<file path="src/rtl/clint_pkg.sv">
// clint_pkg: register offsets, AXI response codes and helpers shared by the CLINT
// Contents:
//   CLINT_*_OFS     byte offsets of msip, mtimecmp and mtime within the CLINT window
//   AXI_RESP_*      AXI response encodings
//   clint_sel_e     decoded register select
//   clint_div       clock-to-timebase divider
//   clint_decode    maps addr[15:3] to a register select
//   byte_merge      byte-lane update of a 64-bit register
package clint_pkg;

    localparam logic [15:0] CLINT_MSIP_OFS     = 16'h0000;
    localparam logic [15:0] CLINT_MTIMECMP_OFS = 16'h4000;
    localparam logic [15:0] CLINT_MTIME_OFS    = 16'hBFF8;

    localparam logic [1:0] AXI_RESP_OKAY   = 2'b00;
    localparam logic [1:0] AXI_RESP_SLVERR = 2'b10;

    typedef enum logic [1:0] {
        SEL_NONE,
        SEL_MSIP,
        SEL_MTIMECMP,
        SEL_MTIME
    } clint_sel_e;

    function automatic int clint_div(input int clk_hz, input int tb_hz);
        return clk_hz / tb_hz;
    endfunction

    function automatic clint_sel_e clint_decode(input logic [12:0] a);
        return a == CLINT_MSIP_OFS[15:3]     ? SEL_MSIP :
               a == CLINT_MTIMECMP_OFS[15:3] ? SEL_MTIMECMP :
               a == CLINT_MTIME_OFS[15:3]    ? SEL_MTIME : SEL_NONE;
    endfunction

    function automatic logic [63:0] byte_merge(input logic [63:0] old_v, input logic [63:0] new_v,
                                               input logic [7:0] strb);
        logic [63:0] r;
        r = old_v;
        for (int b = 0; b < 8; b++)
            if (strb[b]) r[b*8 +: 8] = new_v[b*8 +: 8];
        return r;
    endfunction

endpackage

</file>
<file path="src/rtl/clint_timebase.sv">
// clint_timebase: prescaler and 64-bit mtime counter with byte-wise bus write
// Ports:
//   clk, reset        clock, asynchronous active-high reset
//   wr_en             bus write to mtime this cycle (wins over a tick on the same edge)
//   wr_data, wr_strb  write data and byte enables
//   mtime             current mtime value
module clint_timebase
    import clint_pkg::*;
#(
    parameter int DIV = 100
) (
    input  logic        clk,
    input  logic        reset,
    input  logic        wr_en,
    input  logic [63:0] wr_data,
    input  logic [7:0]  wr_strb,
    output logic [63:0] mtime
);

    localparam int PW = DIV > 1 ? $clog2(DIV) : 1;

    logic [PW-1:0] pre_q, pre_d;
    logic [63:0]   mtime_q, mtime_d;
    logic          tick;

    // The prescaler free-runs; an mtime write drops the coincident tick but
    // leaves the prescaler phase alone.
    always_comb begin
        tick    = pre_q == PW'(DIV - 1);
        pre_d   = tick ? '0 : pre_q + 1'b1;
        mtime_d = wr_en ? byte_merge(mtime_q, wr_data, wr_strb) :
                  tick  ? mtime_q + 64'd1 : mtime_q;
        mtime   = mtime_q;
    end

    always_ff @(posedge clk or posedge reset) begin
        if (reset) begin
            pre_q   <= '0;
            mtime_q <= '0;
        end else begin
            pre_q   <= pre_d;
            mtime_q <= mtime_d;
        end
    end

endmodule

</file>
<file path="src/rtl/axi_clint.sv">
// axi_clint: AXI4 (single-beat, 64-bit) core-local interruptor holding msip, mtimecmp and mtime
// Ports:
//   clk, reset                 clock, asynchronous active-high reset
//   s_aw*/s_w*/s_b*            write address/data/response channels
//   s_ar*/s_r*                 read address/data channels
//   rdtime                     current mtime
//   irq_m_timer                registered mtime >= mtimecmp
//   irq_m_software             msip
// Build option: AXI_CLINT_RESP_ERR_EN makes unmapped accesses answer SLVERR.
module axi_clint
    import clint_pkg::*;
#(
    parameter int CLK_FREQ_HZ = 100_000_000,
    parameter int TIMEBASE_HZ = 1_000_000
) (
    input  logic        clk,
    input  logic        reset,
    input  logic        s_awvalid,
    output logic        s_awready,
    input  logic [31:0] s_awaddr,
    input  logic [2:0]  s_awsize,
    input  logic [3:0]  s_awcache,
    input  logic [2:0]  s_awprot,
    input  logic        s_wvalid,
    output logic        s_wready,
    input  logic [63:0] s_wdata,
    input  logic [7:0]  s_wstrb,
    input  logic        s_wlast,
    output logic        s_bvalid,
    input  logic        s_bready,
    output logic [1:0]  s_bresp,
    input  logic        s_arvalid,
    output logic        s_arready,
    input  logic [31:0] s_araddr,
    input  logic [2:0]  s_arsize,
    input  logic [3:0]  s_arcache,
    input  logic [2:0]  s_arprot,
    output logic        s_rvalid,
    input  logic        s_rready,
    output logic [63:0] s_rdata,
    output logic [1:0]  s_rresp,
    output logic        s_rlast,
    output logic [63:0] rdtime,
    output logic        irq_m_timer,
    output logic        irq_m_software
);

    localparam int DIV = clint_div(CLK_FREQ_HZ, TIMEBASE_HZ);
`ifdef AXI_CLINT_RESP_ERR_EN
    localparam logic ERR_EN = 1'b1;
`else
    localparam logic ERR_EN = 1'b0;
`endif

    logic        aw_full_q, aw_full_d;
    logic [12:0] aw_addr_q, aw_addr_d;
    logic        w_full_q, w_full_d;
    logic [63:0] w_data_q, w_data_d;
    logic [7:0]  w_strb_q, w_strb_d;
    logic        b_valid_q, b_valid_d;
    logic [1:0]  b_resp_q, b_resp_d;
    logic        r_valid_q, r_valid_d;
    logic [63:0] r_data_q, r_data_d;
    logic [1:0]  r_resp_q, r_resp_d;
    logic        msip_q, msip_d;
    logic [63:0] mtimecmp_q, mtimecmp_d;
    logic        irq_q, irq_d;
    logic        aw_hs, w_hs, ar_hs, b_hs, commit, mtime_we;
    clint_sel_e  wsel, rsel;
    logic [63:0] mtime;
    logic        unused_ok;

    clint_timebase #(.DIV(DIV)) u_timebase (
        .clk     (clk),
        .reset   (reset),
        .wr_en   (mtime_we),
        .wr_data (w_data_q),
        .wr_strb (w_strb_q),
        .mtime   (mtime)
    );

    always_comb begin
        s_awready  = !aw_full_q && !b_valid_q;
        s_wready   = !w_full_q && !b_valid_q;
        s_arready  = !r_valid_q;
        aw_hs      = s_awvalid && s_awready;
        w_hs       = s_wvalid && s_wready;
        ar_hs      = s_arvalid && s_arready;
        b_hs       = b_valid_q && s_bready;
        // Both slots full and no response outstanding: apply the write now.
        commit     = aw_full_q && w_full_q && !b_valid_q;
        wsel       = clint_decode(aw_addr_q);
        rsel       = clint_decode(s_araddr[15:3]);
        aw_full_d  = b_hs ? 1'b0 : aw_hs ? 1'b1 : aw_full_q;
        aw_addr_d  = aw_hs ? s_awaddr[15:3] : aw_addr_q;
        w_full_d   = b_hs ? 1'b0 : w_hs ? 1'b1 : w_full_q;
        w_data_d   = w_hs ? s_wdata : w_data_q;
        w_strb_d   = w_hs ? s_wstrb : w_strb_q;
        b_valid_d  = commit ? 1'b1 : b_hs ? 1'b0 : b_valid_q;
        b_resp_d   = commit ? ((ERR_EN && wsel == SEL_NONE) ? AXI_RESP_SLVERR : AXI_RESP_OKAY) : b_resp_q;
        msip_d     = (commit && wsel == SEL_MSIP && w_strb_q[0]) ? w_data_q[0] : msip_q;
        mtimecmp_d = (commit && wsel == SEL_MTIMECMP) ? byte_merge(mtimecmp_q, w_data_q, w_strb_q) : mtimecmp_q;
        mtime_we   = commit && wsel == SEL_MTIME;
        irq_d      = mtime >= mtimecmp_q;
        r_valid_d  = ar_hs ? 1'b1 : (r_valid_q && s_rready) ? 1'b0 : r_valid_q;
        // Read data comes from the current registers, so a read racing a
        // commit on the same edge sees the pre-write value.
        r_data_d   = !ar_hs ? r_data_q :
                     rsel == SEL_MSIP     ? {63'd0, msip_q} :
                     rsel == SEL_MTIMECMP ? mtimecmp_q :
                     rsel == SEL_MTIME    ? mtime : 64'd0;
        r_resp_d   = !ar_hs ? r_resp_q : (ERR_EN && rsel == SEL_NONE) ? AXI_RESP_SLVERR : AXI_RESP_OKAY;
        s_bvalid       = b_valid_q;
        s_bresp        = b_resp_q;
        s_rvalid       = r_valid_q;
        s_rdata        = r_data_q;
        s_rresp        = r_resp_q;
        s_rlast        = 1'b1;
        rdtime         = mtime;
        irq_m_timer    = irq_q;
        irq_m_software = msip_q;
        unused_ok      = ^{s_awaddr[31:16], s_awaddr[2:0], s_araddr[31:16], s_araddr[2:0],
                           s_awsize, s_awcache, s_awprot, s_arsize, s_arcache, s_arprot, s_wlast};
    end

    always_ff @(posedge clk or posedge reset) begin
        if (reset) begin
            aw_full_q  <= 1'b0;
            aw_addr_q  <= '0;
            w_full_q   <= 1'b0;
            w_data_q   <= '0;
            w_strb_q   <= '0;
            b_valid_q  <= 1'b0;
            b_resp_q   <= AXI_RESP_OKAY;
            r_valid_q  <= 1'b0;
            r_data_q   <= '0;
            r_resp_q   <= AXI_RESP_OKAY;
            msip_q     <= 1'b0;
            mtimecmp_q <= '1;
            irq_q      <= 1'b0;
        end else begin
            aw_full_q  <= aw_full_d;
            aw_addr_q  <= aw_addr_d;
            w_full_q   <= w_full_d;
            w_data_q   <= w_data_d;
            w_strb_q   <= w_strb_d;
            b_valid_q  <= b_valid_d;
            b_resp_q   <= b_resp_d;
            r_valid_q  <= r_valid_d;
            r_data_q   <= r_data_d;
            r_resp_q   <= r_resp_d;
            msip_q     <= msip_d;
            mtimecmp_q <= mtimecmp_d;
            irq_q      <= irq_d;
        end
    end

endmodule

</file>
<file path="config.mk">
export PLATFORM = sky130hd
export DESIGN_NAME = axi_clint
export DESIGN_NICKNAME = d
export VERILOG_FILES = /design/src/rtl/clint_pkg.sv /design/src/rtl/clint_timebase.sv /design/src/rtl/axi_clint.sv
export SDC_FILE = /design/constraint.sdc
export NUM_CORES = 1
export LEC_CHECK = 0
export CAP_MARGIN = 40
export CORE_MARGIN = 3
export CORE_UTILIZATION = 48
export CTS_BUF_LIST = sky130_fd_sc_hd__clkbuf_4 sky130_fd_sc_hd__clkbuf_8
export CTS_CLUSTER_DIAMETER = 40
export DETAILED_ROUTE_END_ITERATION = 8
export PLACE_DENSITY = 0.75
export SLEW_MARGIN = 40
export SYNTH_ARGS = -nofsm -noshare
export SYNTH_HDL_FRONTEND = slang
export SYNTH_SLANG_ARGS = --single-unit
</file>
<file path="constraint.sdc">
create_clock -name clk -period 8.8 [get_ports clk]
set_clock_uncertainty 0.05 [all_clocks]
set_input_delay 1.32 -clock clk [delete_from_list [all_inputs] [get_ports clk]]
set_output_delay 1.32 -clock clk [all_outputs]
set_load 0.005 [all_outputs]
</file>
==> impl_metrics.yaml <==
clocking:
  htreeDepth: 2
  cts_tree: "yes"
  cts-buffers-inserted: 52
  cts-resized-gates: 0
  cts.clk_slew.worst_paths_ns: 0.06
  insertion_delay_ns: 0.58
  cts_buffer_depth: 3
  postCtsSetupBuffers: 0
  cts_sinks: 290
  cts_hold_buf: 0
  cts_root_buf: "clkbuf_8"
global_route:
  grt_pass1_wl_mm: 68.3
  grt_max_degree: 96
  grt.total_usage_pct: 25.5
  antenna_found_initial: 2
  grt_pass1_vias: 12700
  gr-total-overflow: 0
routing:
  drcViolationCount: 0
  wire_per_inst_um: 20.3
  drt_iter0_markers: 993
  vias: 12600
  ant_nets: 0
  first_pass_iters: 5
  wl_mm: 43.2
  viasPerCell: 5.93
logic_synthesis:
  yosysWarnings: 0
  synth_seq_cells: 290
  synth_area_leaders: "dfrtp_1 38%, dfstp_2 11%, mux2_2 11%"
  yosys.area.top_type: "dfrtp_1"
  synth_common_cells: "226 x dfrtp_1, 173 x nand2_1, 149 x mux2_2, 104 x o21ai_0, 91 x a21oi_1"
  synthMuxAreaShare_pct: 11.5
  synth_edf_count: 0
  syn_area_um2: 14900
  synth_compound_gate_area_share_pct: 14.7
  synthAdderAreaFrac_pct: 5.55
  synth_top_family_by_area: "compound AO/OA/AOI/OAI gates"
  yosysTopAreaCellShare_pct: 38.0
  syn_avg_cell_area_um2: 10.3
  ys.flop_type: "dfrtp_1"
  synth-async-reset-ratio_pct: 100
  synth-simple-area-share_pct: 14.4
  yosysMostFrequentCell: "dfrtp_1"
  synthCells: 1449
  synthXorXnorAreaFrac_pct: 0.471
  yosysSeqAreaShare_pct: 49.3
  synth_cell_types: 74
layout:
  fin_cells: 2122
  area_delta_synth_final_pct: 26.6
  antennaDiodeCount: 0
  nets: 1920
  layout-drive-gt1-share_pct: 20.6
setup_path:
  path_cells: "nand3b_1 > nor4_1 > and2_1 > buf_4 > a21o_1 > o21ai_0 > a22o_2"
  reg2reg_to: "u_timebase.mtime[16]"
  slowest_stage: "nor4_1"
  rrSetupSlack_ns: 5.38
  required_ns: 9.22
  crit_path_start_kind: "flop"
  regToRegStartpoint: "s_bvalid"
  critical_path_class: "reg -> reg"
  end_kind: "flop"
  crit_arrival_ns: 3.84
  ff2ff_path_depth: 7
  cp_slowest_stage_delay_ns: 0.69
  path_max_fanout: 30
sta:
  hold_viol: 0
  tns_ns: 0
  rsz0062_at_grt: "no"
  worst_pin_slew_ns: 0.852
  period_needed_ns: 3.42
  timing.fmax_mhz: 292
  maxSlewViolCount: 0
  slew_headroom_pct: 42.7
  report.final.setup_viol: 0
  fin_crit_sh_pct: 38.9
floorplan:
  die_h_um: 182
  fp.dieArea_um2: 33100
  coreArea_um2: 30100
  initial_core_util_pct: 49.4
  num_rows: 63
  die_x_um: 182
  io_pins: 304
place:
  io_buffers: 239
  post-dp-hpwl_mm: 30.0
  routabilityCongestion: 0.909
  dp_cells: 2026
power:
  intPower_w: 0.00262
  clockPowerShare_pct: 37.2
  ir_drop_v: 0.000145
  p_per_area_nw_per_um2: 194
  seq_power_share_pct: 48.8
  netSwitchingPower_w: 0.00104
  p_leak_nw: 7.77
  pwr-share-comb_pct: 13.9
  p_sw_share_pct: 28.3
hold_path:
  worstHoldPathType: "reg -> reg"
  hold_path_depth: 2
  hold_end: "s_rdata[57]"
  hp-start: "s_rdata[57]"
outcome:
  status: "completed"
job:
  maxCapViolCount: 0
[metrics by stage]
stage	hold WS (ns)	total power (W)	utilization [%]	cell area, um2	worst slack [ns]
floorplan	0.403	0.00207	-	14900	3.64
global placement	0.412	0.00229	58.5	17600	4.92
detailed placement	0.415	0.00232	58.7	17700	4.87
CTS	0.431	0.00369	62.5	18800	5.38
global route	0.462	0.00382	62.5	18800	5.18
finish	0.426	0.00366	62.5	18800	5.38
[worst max path at each step]
| stage | to | start | depth (start not counted) | slack [ns] |
|---|---|---|---|---|
| floorplan | aw_addr_q[0] | reset | 1 | 3.64 |
| global placement | s_rdata[10] | s_araddr[3] | 6 | 4.92 |
| detailed placement | s_rdata[5] | s_araddr[3] | 6 | 4.87 |
| CTS | u_timebase.mtime[16] | s_bvalid | 7 | 5.38 |
| global route | u_timebase.mtime[16] | s_bvalid | 7 | 5.18 |
| finish | u_timebase.mtime[16] | s_bvalid | 7 | 5.38 |
[sequential cells by signal (all words and copies together) (netlist names)]
| register | flops |
|---|---|
| u_timebase.mtime | 64 |
| aw_addr_q | 13 |
| w_full_q | 1 |
| irq_m_timer | 1 |
| s_rvalid | 1 |
| u_timebase.pre_q | 7 |
| w_data_q | 64 |
| s_bvalid | 1 |
| w_strb_q | 8 |
| mtimecmp_q | 64 |
| irq_m_software | 1 |
| s_rdata | 64 |
| aw_full_q | 1 |
[kinds of logic after synthesis]
logic type | after synthesis
and+or+nand+nor | 428
AOI/OAI and AO/OA | 354
DFF | 290
muxes | 152
buffers and inverters | 149
adders and majority gates | 66
xor gates and xnor gates | 8
other | 2
[cell usage in the layout, fill, tap and decap left out, drive strengths merged, types with 15 or more instances in the layout]
master,instances
ha,66
dfrtp,226
nand3,44
o21ai,105
buf,15
o22ai,17
nor2,53
clkbuf,79
dfstp,64
inv,80
and3,23
nor3,31
mux2,149
a21oi,92
clkdlybuf4s50,239
nor4,18
a22oi,65
nand2,173
a211oi,15
nand4,30
[metal layers]
metal,share of wire [%],GRT usage [%]
met1,40,32.5
met2,48,42.3
met5,0.056,0
met3,8.0,6.15
met4,3.5,9.51
[area by class of cell]
type,instances,area (um2)
Clock buffer,79,1010
Multi-Input combinational cell,1013,6990
Tap cell,390,488
Timing Repair Buffer,254,2560
Fill cell,2476,11300
Sequential cell,290,7340
Clock inverter,17,133
Inverter,79,300
[power by group through the flow]
stage          clock network (W)  registers (W)  logic [W]
4_1_cts                  0.00139        0.00178   0.000516
2_1_floorplan                  0        0.00169   0.000377
5_1_grt                  0.00145        0.00181   0.000559
3_5_place_dp                   0        0.00180   0.000511
3_3_place_gp                   0        0.00180   0.000492
6_report                 0.00136        0.00179   0.000509
[critical path: cells and delay by family, from the launching register on]
kind / cells / cell delay, ns
AOI/OAI and AO/OA: 3 / 0.90
and+or+nand+nor: 3 / 1.48
buffers and inverters: 1 / 0.44
DFF: 1 / 0.43
Power figures use the tool's default switching activity.
